<file path="config.mk">
export PLATFORM = sky130hd
export DESIGN_NAME = uart_tx_serializer
export DESIGN_NICKNAME = d
export VERILOG_FILES = /design/src/rtl/uart_pkg.sv /design/src/rtl/uart_bit_timer.sv /design/src/rtl/uart_tx_serializer.sv
export SDC_FILE = /design/constraint.sdc
export NUM_CORES = 1
export LEC_CHECK = 0
export CAP_MARGIN = 20
export CORE_UTILIZATION = 45
export CTS_CLUSTER_SIZE = 28
export DETAILED_ROUTE_END_ITERATION = 12
export GPL_TIMING_DRIVEN = 0
export PLACE_DENSITY = 0.76
export SLEW_MARGIN = 25
export SYNTH_ARGS = -nofsm -noshare
export SYNTH_HDL_FRONTEND = slang
export SYNTH_SLANG_ARGS = --single-unit
</file>
<file path="constraint.sdc">
create_clock -name clk -period 2.54 [get_ports clk]
set_clock_uncertainty 0.2 [all_clocks]
set_input_delay 0.762 -clock clk [delete_from_list [all_inputs] [get_ports clk]]
set_output_delay 0.762 -clock clk [all_outputs]
set_load 0.01 [all_outputs]
</file>
<file path="src/rtl/uart_pkg.sv">
// ============================================================================
// Module      : uart_pkg
// Description : Shared types and constants for the UART transmit path.
//               Optional parity support is selected with UART_TX_PARITY_EN.
// Revision    : 1.0 - initial release
// ============================================================================
`default_nettype none

package uart_pkg;

    // Default bit period: 100 MHz system clock at 115200 baud
    localparam int DEFAULT_CLKS_PER_BIT = 868;

    // Level of the serial line when no frame is being sent
    localparam logic IDLE_LEVEL = 1'b1;

    // Serializer states; PARITY is only reachable when parity is compiled in
    typedef enum logic [2:0] {
        IDLE   = 3'd0,
        START  = 3'd1,
        DATA   = 3'd2,
        PARITY = 3'd3,
        STOP   = 3'd4,
        DONE   = 3'd5
    } state_t;

`ifdef UART_TX_PARITY_EN
    // Even parity: the parity bit makes the total count of ones even
    function automatic logic even_parity(input logic [7:0] value);
        return ^value;
    endfunction
`endif

endpackage

`default_nettype wire

</file>
<file path="src/rtl/uart_bit_timer.sv">
// ============================================================================
// Module      : uart_bit_timer
// Description : Baud counter. Counts 0..CLKS_PER_BIT-1 while enabled and
//               pulses bit_tick on the last count of each bit period.
//               Shared between the TX serializer and the future RX block.
// Revision    : 1.0 - initial release
// ============================================================================
`default_nettype none

module uart_bit_timer
    import uart_pkg::*;
#(
    parameter int CLKS_PER_BIT = DEFAULT_CLKS_PER_BIT
) (
    input  logic clk,
    input  logic rst,
    input  logic clear,
    input  logic enable,
    output logic bit_tick
);

    localparam int              c_cnt_w = $clog2(CLKS_PER_BIT);
    localparam logic [c_cnt_w-1:0] c_last = c_cnt_w'(CLKS_PER_BIT - 1);

    logic [c_cnt_w-1:0] r_count;

    // Free-running bit period counter; clear wins so each state starts at 0
    always_ff @(posedge clk or posedge rst) begin
        if (rst) begin
            r_count <= '0;
        end else if (clear) begin
            r_count <= '0;
        end else if (enable) begin
            if (r_count == c_last) begin
                r_count <= '0;
            end else begin
                r_count <= r_count + 1'b1;
            end
        end
    end

    assign bit_tick = enable && !clear && (r_count == c_last);

endmodule

`default_nettype wire

</file>
<file path="src/rtl/uart_tx_serializer.sv">
// ============================================================================
// Module      : uart_tx_serializer
// Description : UART transmit serializer. Shifts one byte per accepted
//               tx_valid onto tx_serial, LSB first, with one start bit and
//               STOP_BITS stop bits. Pulses tx_done for one cycle after the
//               last stop bit. Define UART_TX_PARITY_EN to insert an even
//               parity bit between the data and stop bits.
// Revision    : 1.0 - initial release
// ============================================================================
`default_nettype none

module uart_tx_serializer
    import uart_pkg::*;
#(
    parameter int CLKS_PER_BIT = DEFAULT_CLKS_PER_BIT,
    parameter int STOP_BITS    = 1
) (
    input  logic       clk,
    input  logic       rst,
    input  logic       tx_valid,
    input  logic [7:0] tx_data,
    output logic       tx_done,
    output logic       tx_busy,
    output logic       tx_serial
);

    // Bit-counter value at which the final stop bit ends
    localparam logic [2:0] c_last_stop = 3'(STOP_BITS - 1);

    state_t     r_state;
    logic [7:0] r_shift;
    logic [2:0] r_bit_cnt;
    logic       r_serial;
    logic       r_busy;
    logic       r_done;
`ifdef UART_TX_PARITY_EN
    logic       r_parity;
`endif

    logic w_timer_en;
    logic w_timer_clear;
    logic w_bit_tick;

    // The baud counter only runs while a frame is on the line, so every
    // frame starts from a fresh count
    assign w_timer_en    = (r_state != IDLE) && (r_state != DONE);
    assign w_timer_clear = !w_timer_en;

    uart_bit_timer #(
        .CLKS_PER_BIT (CLKS_PER_BIT)
    ) u_bit_timer (
        .clk      (clk),
        .rst      (rst),
        .clear    (w_timer_clear),
        .enable   (w_timer_en),
        .bit_tick (w_bit_tick)
    );

    // Frame sequencer with registered line, busy and done outputs
    always_ff @(posedge clk or posedge rst) begin
        if (rst) begin
            r_state   <= IDLE;
            r_shift   <= '0;
            r_bit_cnt <= '0;
            r_serial  <= IDLE_LEVEL;
            r_busy    <= 1'b0;
            r_done    <= 1'b0;
`ifdef UART_TX_PARITY_EN
            r_parity  <= 1'b0;
`endif
        end else begin
            r_done <= 1'b0;
            case (r_state)
                // DONE accepts exactly like IDLE so a held tx_valid streams
                IDLE, DONE: begin
                    if (tx_valid) begin
                        r_state  <= START;
                        r_shift  <= tx_data;
                        r_serial <= 1'b0;
                        r_busy   <= 1'b1;
`ifdef UART_TX_PARITY_EN
                        r_parity <= even_parity(tx_data);
`endif
                    end else begin
                        r_state  <= IDLE;
                        r_serial <= IDLE_LEVEL;
                        r_busy   <= 1'b0;
                    end
                end

                START: begin
                    if (w_bit_tick) begin
                        r_state  <= DATA;
                        r_serial <= r_shift[0];
                    end
                end

                DATA: begin
                    if (w_bit_tick) begin
                        r_shift   <= {1'b0, r_shift[7:1]};
                        r_bit_cnt <= r_bit_cnt + 1'b1;
                        if (r_bit_cnt == 3'd7) begin
`ifdef UART_TX_PARITY_EN
                            r_state  <= PARITY;
                            r_serial <= r_parity;
`else
                            r_state  <= STOP;
                            r_serial <= IDLE_LEVEL;
`endif
                        end else begin
                            r_serial <= r_shift[1];
                        end
                    end
                end

`ifdef UART_TX_PARITY_EN
                PARITY: begin
                    if (w_bit_tick) begin
                        r_state  <= STOP;
                        r_serial <= IDLE_LEVEL;
                    end
                end
`endif

                // The bit counter is reused to count stop bits
                STOP: begin
                    if (w_bit_tick) begin
                        if (r_bit_cnt == c_last_stop) begin
                            r_state   <= DONE;
                            r_bit_cnt <= '0;
                            r_busy    <= 1'b0;
                            r_done    <= 1'b1;
                            r_serial  <= IDLE_LEVEL;
                        end else begin
                            r_bit_cnt <= r_bit_cnt + 1'b1;
                        end
                    end
                end

                default: begin
                    r_state   <= IDLE;
                    r_bit_cnt <= '0;
                    r_serial  <= IDLE_LEVEL;
                    r_busy    <= 1'b0;
                end
            endcase
        end
    end

    assign tx_serial = r_serial;
    assign tx_busy   = r_busy;
    assign tx_done   = r_done;

endmodule

`default_nettype wire

</file>
==> results of run 1 <==
==> worst max-delay path by stage <==
| stage | startpoint | endpoint | slack, ps | cells after the start |
|---|---|---|---|---|
| floorplan | u_bit_timer.r_count[0] | r_shift[0] | 500 | 6 |
| global placement | tx_valid | tx_serial | 130 | 5 |
| detailed placement | tx_valid | r_shift[3] | 110 | 3 |
| CTS | tx_serial | tx_serial | 170 | 1 |
| global route | tx_serial | tx_serial | 130 | 1 |
| finish | tx_serial | tx_serial | 190 | 1 |
==> routing by layer <==
metal,vias to the layer above,global-route usage,part of all wire
met4,0,0.0631,0.0092
li1,527,-,-
met5,-,0,0
met3,4,0.0260,0.034
met2,32,0.289,0.49
met1,528,0.232,0.47
==> synth_stat cells, types with 2 or more instances <==
cell	instances	area, um^2
a21oi_1	6	30.0
a22o_1	3	26.3
and3_1	2	12.5
buf_2	4	20.0
dfrtp_1	26	651
ha_1	4	50.1
inv_1	5	18.8
mux2_2	8	90.1
mux2_4	7	105
nand2_1	3	11.3
nand2b_1	4	25.0
nand3_1	7	35.0
nand4_1	3	18.8
nor2_1	12	45.0
nor3_1	3	15.0
o21ai_0	2	10.0
or3_1	2	12.5
xnor2_1	3	26.3
xor2_1	6	52.6
==> area by class of cell <==
| class | instances | area, um^2 |
|---|---|---|
| timing repair buffer | 13 | 130 |
| clock buffer | 3 | 22.5 |
| buffer | 6 | 38.8 |
| fill | 264 | 1390 |
| multi-input combinational | 99 | 790 |
| clock inverter | 1 | 5.00 |
| inverter | 6 | 22.5 |
| tap | 44 | 55.1 |
| sequential | 27 | 677 |
==> flip-flops by register name, indices dropped and copies added, names as in the netlist <==
name / flops
tx_done: 1
r_shift: 8
tx_busy: 1
u_bit_timer.r_count: 10
r_bit_cnt: 3
tx_serial: 1
r_state: 3
==> power groups by stage <==
stage               registers (W)  clock network, W  logic [W]
finish                   0.000430          0.000185  0.0000312
global route             0.000430          0.000210  0.0000342
CTS                      0.000430          0.000193  0.0000319
detailed placement       0.000438                 0  0.0000320
global placement         0.000438                 0  0.0000309
floorplan                0.000438                 0  0.0000121
==> cell families after synthesis <==
family / count (synthesis) / share of synthesized area
multiplexers: 16 / 0.134
buffers and inverters: 12 / 0.0401
flip-flops: 27 / 0.443
AO/OA/AOI/OAI: 22 / 0.108
XOR/XNOR: 9 / 0.0516
adder cells (fa/ha/maj): 4 / 0.0328
AND/OR/NAND/NOR: 48 / 0.190
==> cells in the final DEF, fill, tap and decap left out, types with 2 or more instances in the layout <==
master           synthesis  routed
dfrtp_1                 26      26
clkdlybuf4s50_1          0      13
nor2_1                  12      12
mux2_2                   8       8
mux2_4                   7       7
nand3_1                  7       7
a21oi_1                  6       6
xor2_1                   6       6
nand2b_1                 4       4
buf_2                    4       4
inv_1                    5       4
ha_1                     4       4
nand2_1                  3       3
nand4_1                  3       3
nor3_1                   3       3
xnor2_1                  3       3
a22o_1                   3       3
clkbuf_4                 0       3
o21ai_0                  2       2
inv_2                    1       2
or3_1                    2       2
and3_1                   2       2
==> per-stage QoR <==
step	setup WS, ps	hold WS (ps)
floorplan	496	247
global placement	125	264
detailed placement	111	284
CTS	171	304
global route	129	326
finish	185	308
==> impl_metrics.ini, run 1 <==
[setup_path]
r2r_start = u_bit_timer.r_count[0]
worstPathMaxFanout = 2
r2r_cells = 6
critPathSlowestCell = dfstp_2
cp-start-kind = flip-flop
r2r_slack_ps = 350
slowest_delay_ps = 550
setup.worst_path.class = reg2out
end_kind = output port
crit_arrival_ps = 1390
cp_top_family = flip-flops
required_ps = 1580
worstPathCellList = clkdlybuf4s50_1
cp_num_buf_inv = 1
r2r-end = r_shift[5]

[finish]
area_delta_synth_final_pct = 13.9
final_util = 0.556
diodes = 0
fin_cells = 199
finalInstanceArea_um2 = 1740
drive_gt1_frac = 0.226
final_nets = 171

[placed_design]
dp.cells = 195
dpl_cell_area_um2 = 1710
routabilityCongestion = 0.913
portBuffers = 13
dpl.hpwl_um = 2020

[logic_synthesis]
syn_area_per_cell_um2 = 11.1
synth_flop_cell = dfrtp_1
synth.net_count = 153
yosys_warnings = 0
async_reset_ff_frac = 1.00
ys_seq_area_frac = 0.443
ys_ff_latch = 27
ys_types = 47
synth_edf_count = 0
syn-cell-area_um2 = 1530
syn_inst = 138

[hold_path]
hold_path_end = u_bit_timer.r_count[0]
worstHoldPathCells = 1
hp-start = u_bit_timer.r_count[0]
hold_path_class = reg2reg

[timing]
max-slew-margin-rel = 0.632
fin_tns_setup_ps = 0
maxSlewViolCount = 0
max_slew.worst_pin.slew_ps = 552
fmax_mhz = 425
finalHoldViolCount = 0
period_share = 0.927
min_period_ps = 2350
setup_viol = 0
rsz0062_at_grt = false

[floorplan]
pin_count = 14
initial_core_util = 0.488
core_area_um2 = 3130
num_rows = 20
die_h_um = 60.3
dieArea_um2 = 3630
die_w_um = 60.3

[power_and_ir_drop]
max-vdd-ir-drop_mv = 0.294
leakage_nw = 0.807
swShare = 0.215
power.internal_w = 0.000507
p_total_w = 0.000646
pwr-share-comb = 0.048
p_clk_frac = 0.286
switchingPower_w = 0.000139
pwr-share-seq = 0.666
power_density_nw_per_um2 = 371

[cts]
numCtsBuffers = 3
h-tree-depth = 1
cts_resized = 0
hold_buffers = 0
clkTransAtPathRegs_ps = 150
post_cts_buffers = 0
ctsLongestPathBuffers = 2
clk_root_buffer_cell = clkbuf_4
worstSkewPairLatency_ps = 320
cts_tree = built
cts_num_sinks = 27

[job]
drv_cap = 0

[drt]
vias = 1091
drc = 0
wire_per_inst_um = 13.7
ant_nets = 0
vias_per_cell = 5.48
wl_um = 2730
first_iter_violations = 23
first_pass_iters = 4

[global_route]
grt_max_degree = 28
grt-ovfl-total = 0
grt_pass1_vias = 1087
grt_usage = 0.175
grt_antenna_before_repair = 0
grt_pass1_wl_um = 4730

[status]
status = finished clean
(Power assumes the default switching activity.)
==> run 2: changes to the inputs <==
--- a/config.mk
+++ b/config.mk
@@ -9,7 +9,6 @@
 export CORE_UTILIZATION = 45
 export CTS_CLUSTER_SIZE = 28
 export DETAILED_ROUTE_END_ITERATION = 12
-export GPL_TIMING_DRIVEN = 0
 export PLACE_DENSITY = 0.76
 export SLEW_MARGIN = 25
 export SYNTH_ARGS = -nofsm -noshare
==> impl_metrics.ini, run 2 (synthesis results as in run 1) <==
[setup_path]
worstPathCellList = clkdlybuf4s50_1
crit_arrival_ps = 1420
setup.worst_path.class = reg2out
slowest_delay_ps = 560
cp-start-kind = flip-flop
r2r_cells = 5
end_kind = output port
r2r_slack_ps = 430
r2r-end = r_shift[3]
r2r_start = u_bit_timer.r_count[0]
worstPathMaxFanout = 2
cp_num_buf_inv = 1
critPathSlowestCell = dfstp_2
cp_top_family = flip-flops
required_ps = 1580

[cts]
cts_tree = built
numCtsBuffers = 3
h-tree-depth = 1
ctsLongestPathBuffers = 2
clk_root_buffer_cell = clkbuf_4
hold_buffers = 0
clkTransAtPathRegs_ps = 160
cts_resized = 0
worstSkewPairLatency_ps = 340
post_cts_buffers = 0
cts_num_sinks = 27

[finish]
final_nets = 167
top_regs = u_bit_timer.r_count (10), r_shift (8)
finalInstanceArea_um2 = 1720
mostFrequentLayoutCells = dfrtp_1 (26), clkdlybuf4s50_1 (13), nor2_1 (12)
largest_reg_flops = 10
final_common_cell = dfrtp_1
fin_cells = 195
top_register = u_bit_timer.r_count
diodes = 0
drive_gt1_frac = 0.199
area_delta_synth_final_pct = 12.6
final_util = 0.550

[power_and_ir_drop]
max-vdd-ir-drop_mv = 0.275
leakage_nw = 0.790
power_density_nw_per_um2 = 387

[floorplan]
initial_core_util = 0.488
die_w_um = 60.3
num_rows = 20
core_area_um2 = 3130
dieArea_um2 = 3630
die_h_um = 60.3
pin_count = 14

[global_route]
grt_pass1_vias = 1058
grt-ovfl-total = 0
grt_pass1_wl_um = 5010
grt_max_degree = 28
grt_usage = 0.190
grt_antenna_before_repair = 0

[timing]
finalHoldViolCount = 0
setup_viol = 0
max_slew.worst_pin.slew_ps = 440
period_share = 0.937
fmax_mhz = 420
fin_tns_setup_ps = 0
maxSlewViolCount = 0
min_period_ps = 2380
setup_ws_ps = 159
rsz0062_at_grt = false
max-slew-margin-rel = 0.707

[hold_path]
hold_path_class = reg2reg
hp-start = u_bit_timer.r_count[0]
worstHoldPathCells = 1
hold_path_end = u_bit_timer.r_count[0]

[job]
drv_cap = 0

[drt]
first_iter_violations = 24
vias_per_cell = 5.34
wire_per_inst_um = 14.6
vias = 1041
first_pass_iters = 4
drc = 0
ant_nets = 0
wl_um = 2850

[placed_design]
post-place-ws_ps = 162
dp.cells = 191
routabilityCongestion = 0.784
dpl_cell_area_um2 = 1690
portBuffers = 13
dpl.hpwl_um = 2070

[status]
status = finished clean
==> run 2: changes by cell type in the layout (fill, tap and decap cells not counted) <==
cell,previous run,this run
buf_2,4,0
inv_2,2,1
inv_1,4,5
buf_4,1,2
inv_6,0,1
buf_6,1,0
clkinv_2,1,0
==> run 2: per-stage QoR <==
step / total power, W / hold slack, ps
3_3_place_gp: 0.000470 / 267
4_1_cts: 0.000674 / 294
2_1_floorplan: 0.000450 / 247
6_report: 0.000666 / 288
5_1_grt: 0.000690 / 326
3_5_place_dp: 0.000471 / 273
==> run 2: worst max path at each step <==
stage,start,endpoint,slack (ps),depth (start not counted)
5_1_grt,tx_serial,tx_serial,130,1
3_5_place_dp,tx_valid,r_shift[3],160,3
2_1_floorplan,u_bit_timer.r_count[0],r_shift[0],500,6
4_1_cts,tx_serial,tx_serial,150,1
6_report,tx_serial,tx_serial,160,1
3_3_place_gp,tx_valid,tx_serial,170,5
==> run 2: final cells by class <==
type	count	area, um^2
well taps	44	55.1
clock buffers	3	22.5
fillers	272	1410
inverters	6	22.5
multi-input cells	99	790
flip-flops and latches	27	677
clock inverters	1	8.76
repair buffers	15	145
==> run 2: layer usage <==
| metal | global-route usage | share of wire | up-vias |
|---|---|---|---|
| met2 | 0.298 | 0.48 | 20 |
| met4 | 0.0797 | 0.016 | 0 |
| met5 | 0 | 0 | - |
| met1 | 0.265 | 0.47 | 498 |
| met3 | 0.0195 | 0.029 | 5 |
| li1 | - | - | 518 |
==> run 2: power by group <==
group | internal (W) | switching [W] | total [W] | leakage (nW)
clock | 0.0000644 | 0.000139 | 0.000203 | 0.0183
sequential | 0.000430 | 0 | 0.000430 | 0.349
combinational | 0.0000190 | 0.0000133 | 0.0000323 | 0.423
total | 0.000514 | 0.000152 | 0.000666 | 0.790
==> run 3: changes to the inputs <==
--- a/config.mk
+++ b/config.mk
@@ -10,6 +10,7 @@
 export CTS_CLUSTER_SIZE = 28
 export DETAILED_ROUTE_END_ITERATION = 12
 export PLACE_DENSITY = 0.76
+export REMOVE_ABC_BUFFERS = 1
 export SLEW_MARGIN = 25
 export SYNTH_ARGS = -nofsm -noshare
 export SYNTH_HDL_FRONTEND = slang
==> impl_metrics.ini, run 3 (synthesis results as in run 1) <==
[timing]
finalHoldViolCount = 0
setup_viol = 0
fin_tns_setup_ps = 0
maxSlewViolCount = 0
min_period_ps = 2370
max-slew-margin-rel = 0.671
rsz0062_at_grt = false
max_slew.worst_pin.slew_ps = 494
period_share = 0.935
fmax_mhz = 421

[global_route]
grt_max_degree = 28
grt_antenna_before_repair = 0
grt_pass1_vias = 1099
grt-ovfl-total = 0
grt_pass1_wl_um = 4710
grt_usage = 0.177

[finish]
largest_reg_flops = 10
final_common_cell = dfrtp_1
diodes = 0
fin_cells = 194
final_util = 0.548
drive_gt1_frac = 0.193
multi_input_area_um2 = 790
area_delta_synth_final_pct = 12.1
top_regs = u_bit_timer.r_count (10), r_shift (8)
mostFrequentLayoutCells = dfrtp_1 (26), clkdlybuf4s50_1 (13), nor2_1 (12)
final_nets = 166
top_register = u_bit_timer.r_count
seqCellArea_um2 = 677
num-fill-cells = 270

[hold_path]
hp-start = u_bit_timer.r_count[0]
hold_path_class = reg2reg

[placed_design]
dpl.hpwl_um = 2020
portBuffers = 13
routabilityCongestion = 0.758
dp.cells = 190

[drt]
vias_per_cell = 5.42
wire_per_inst_um = 13.6
vias = 1052
first_pass_iters = 4
first_iter_violations = 19
wl_um = 2640
ant_nets = 0
drc = 0

[floorplan]
die_h_um = 60.3
core_area_um2 = 3130
die_w_um = 60.3
dieArea_um2 = 3630
pin_count = 14
initial_core_util = 0.488
num_rows = 20

[setup_path]
critPathSlowestCell = dfstp_2
setup.worst_path.class = reg2out
cp_num_buf_inv = 1
end_kind = output port
cp_top_family = flip-flops
startpoint = tx_serial
required_ps = 1580
slowest_delay_ps = 560
crit_arrival_ps = 1410
cp-start-kind = flip-flop
worstPathCellList = clkdlybuf4s50_1
worstPathMaxFanout = 2
r2r_start = r_state[0]

[cts]
clkTransAtPathRegs_ps = 160
hold_buffers = 0
numCtsBuffers = 3
post_cts_buffers = 0
worstSkewPairLatency_ps = 330
clk_root_buffer_cell = clkbuf_4
cts_num_sinks = 27
cts_resized = 0
h-tree-depth = 1
ctsLongestPathBuffers = 2
cts_tree = built

[status]
status = finished clean

[power_and_ir_drop]
max-vdd-ir-drop_mv = 0.252
power_density_nw_per_um2 = 387
leakage_nw = 0.786

[job]
drv_cap = 0
-- run 3: cell types whose count changed in the layout (fill, tap and decap cells not counted) --
cell and change:
buf_4 -1
-- run 3: routing by layer --
metal  track usage  up-vias  part of all wire
met1         0.227      515              0.46
met3        0.0260        2             0.032
met2         0.308       19              0.50
met4        0.0498        0            0.0053
met5             0        -                 0
li1              -      516                 -
-- run 3: area by class of cell --
class	count	area share
Clock inverter	1	0.00511
Inverter	6	0.0131
Multi-Input combinational cell	99	0.461
Tap cell	44	0.0321
Clock buffer	3	0.0131
Timing Repair Buffer	14	0.0804
Sequential cell	27	0.395
-- run 3: worst paths after layout --
path | to | slack, ps | cells past startpoint
worst max-delay path | tx_serial | 170 | 1
worst min-delay path | u_bit_timer.r_count[0] | 290 | 1
worst max register to register | r_shift[0] | 420 | 4
worst min register to register | u_bit_timer.r_count[0] | 290 | 1
max in group asynchronous | tx_serial | 1280 | 3
min in group asynchronous | u_bit_timer.r_count[3] | 560 | 3
-- run 3: stage by stage --
stage          setup WS [ps]  total power [W]  hold WS (ps)  instance area [um^2]
4_1_cts                  147         0.000670           290                  1710
5_1_grt                  121         0.000690           323                  1710
3_5_place_dp             149         0.000471           270                  1680
2_1_floorplan            583         0.000450           248                  1490
3_3_place_gp             168         0.000470           266                  1680
6_report                 166         0.000663           290                  1710
-- run 3: where the power goes --
part	total, W	switching, W	internal [W]
clock	0.000201	0.000137	0.0000642
sequential	0.000430	0	0.000430
combinational	0.0000317	0.0000127	0.0000190
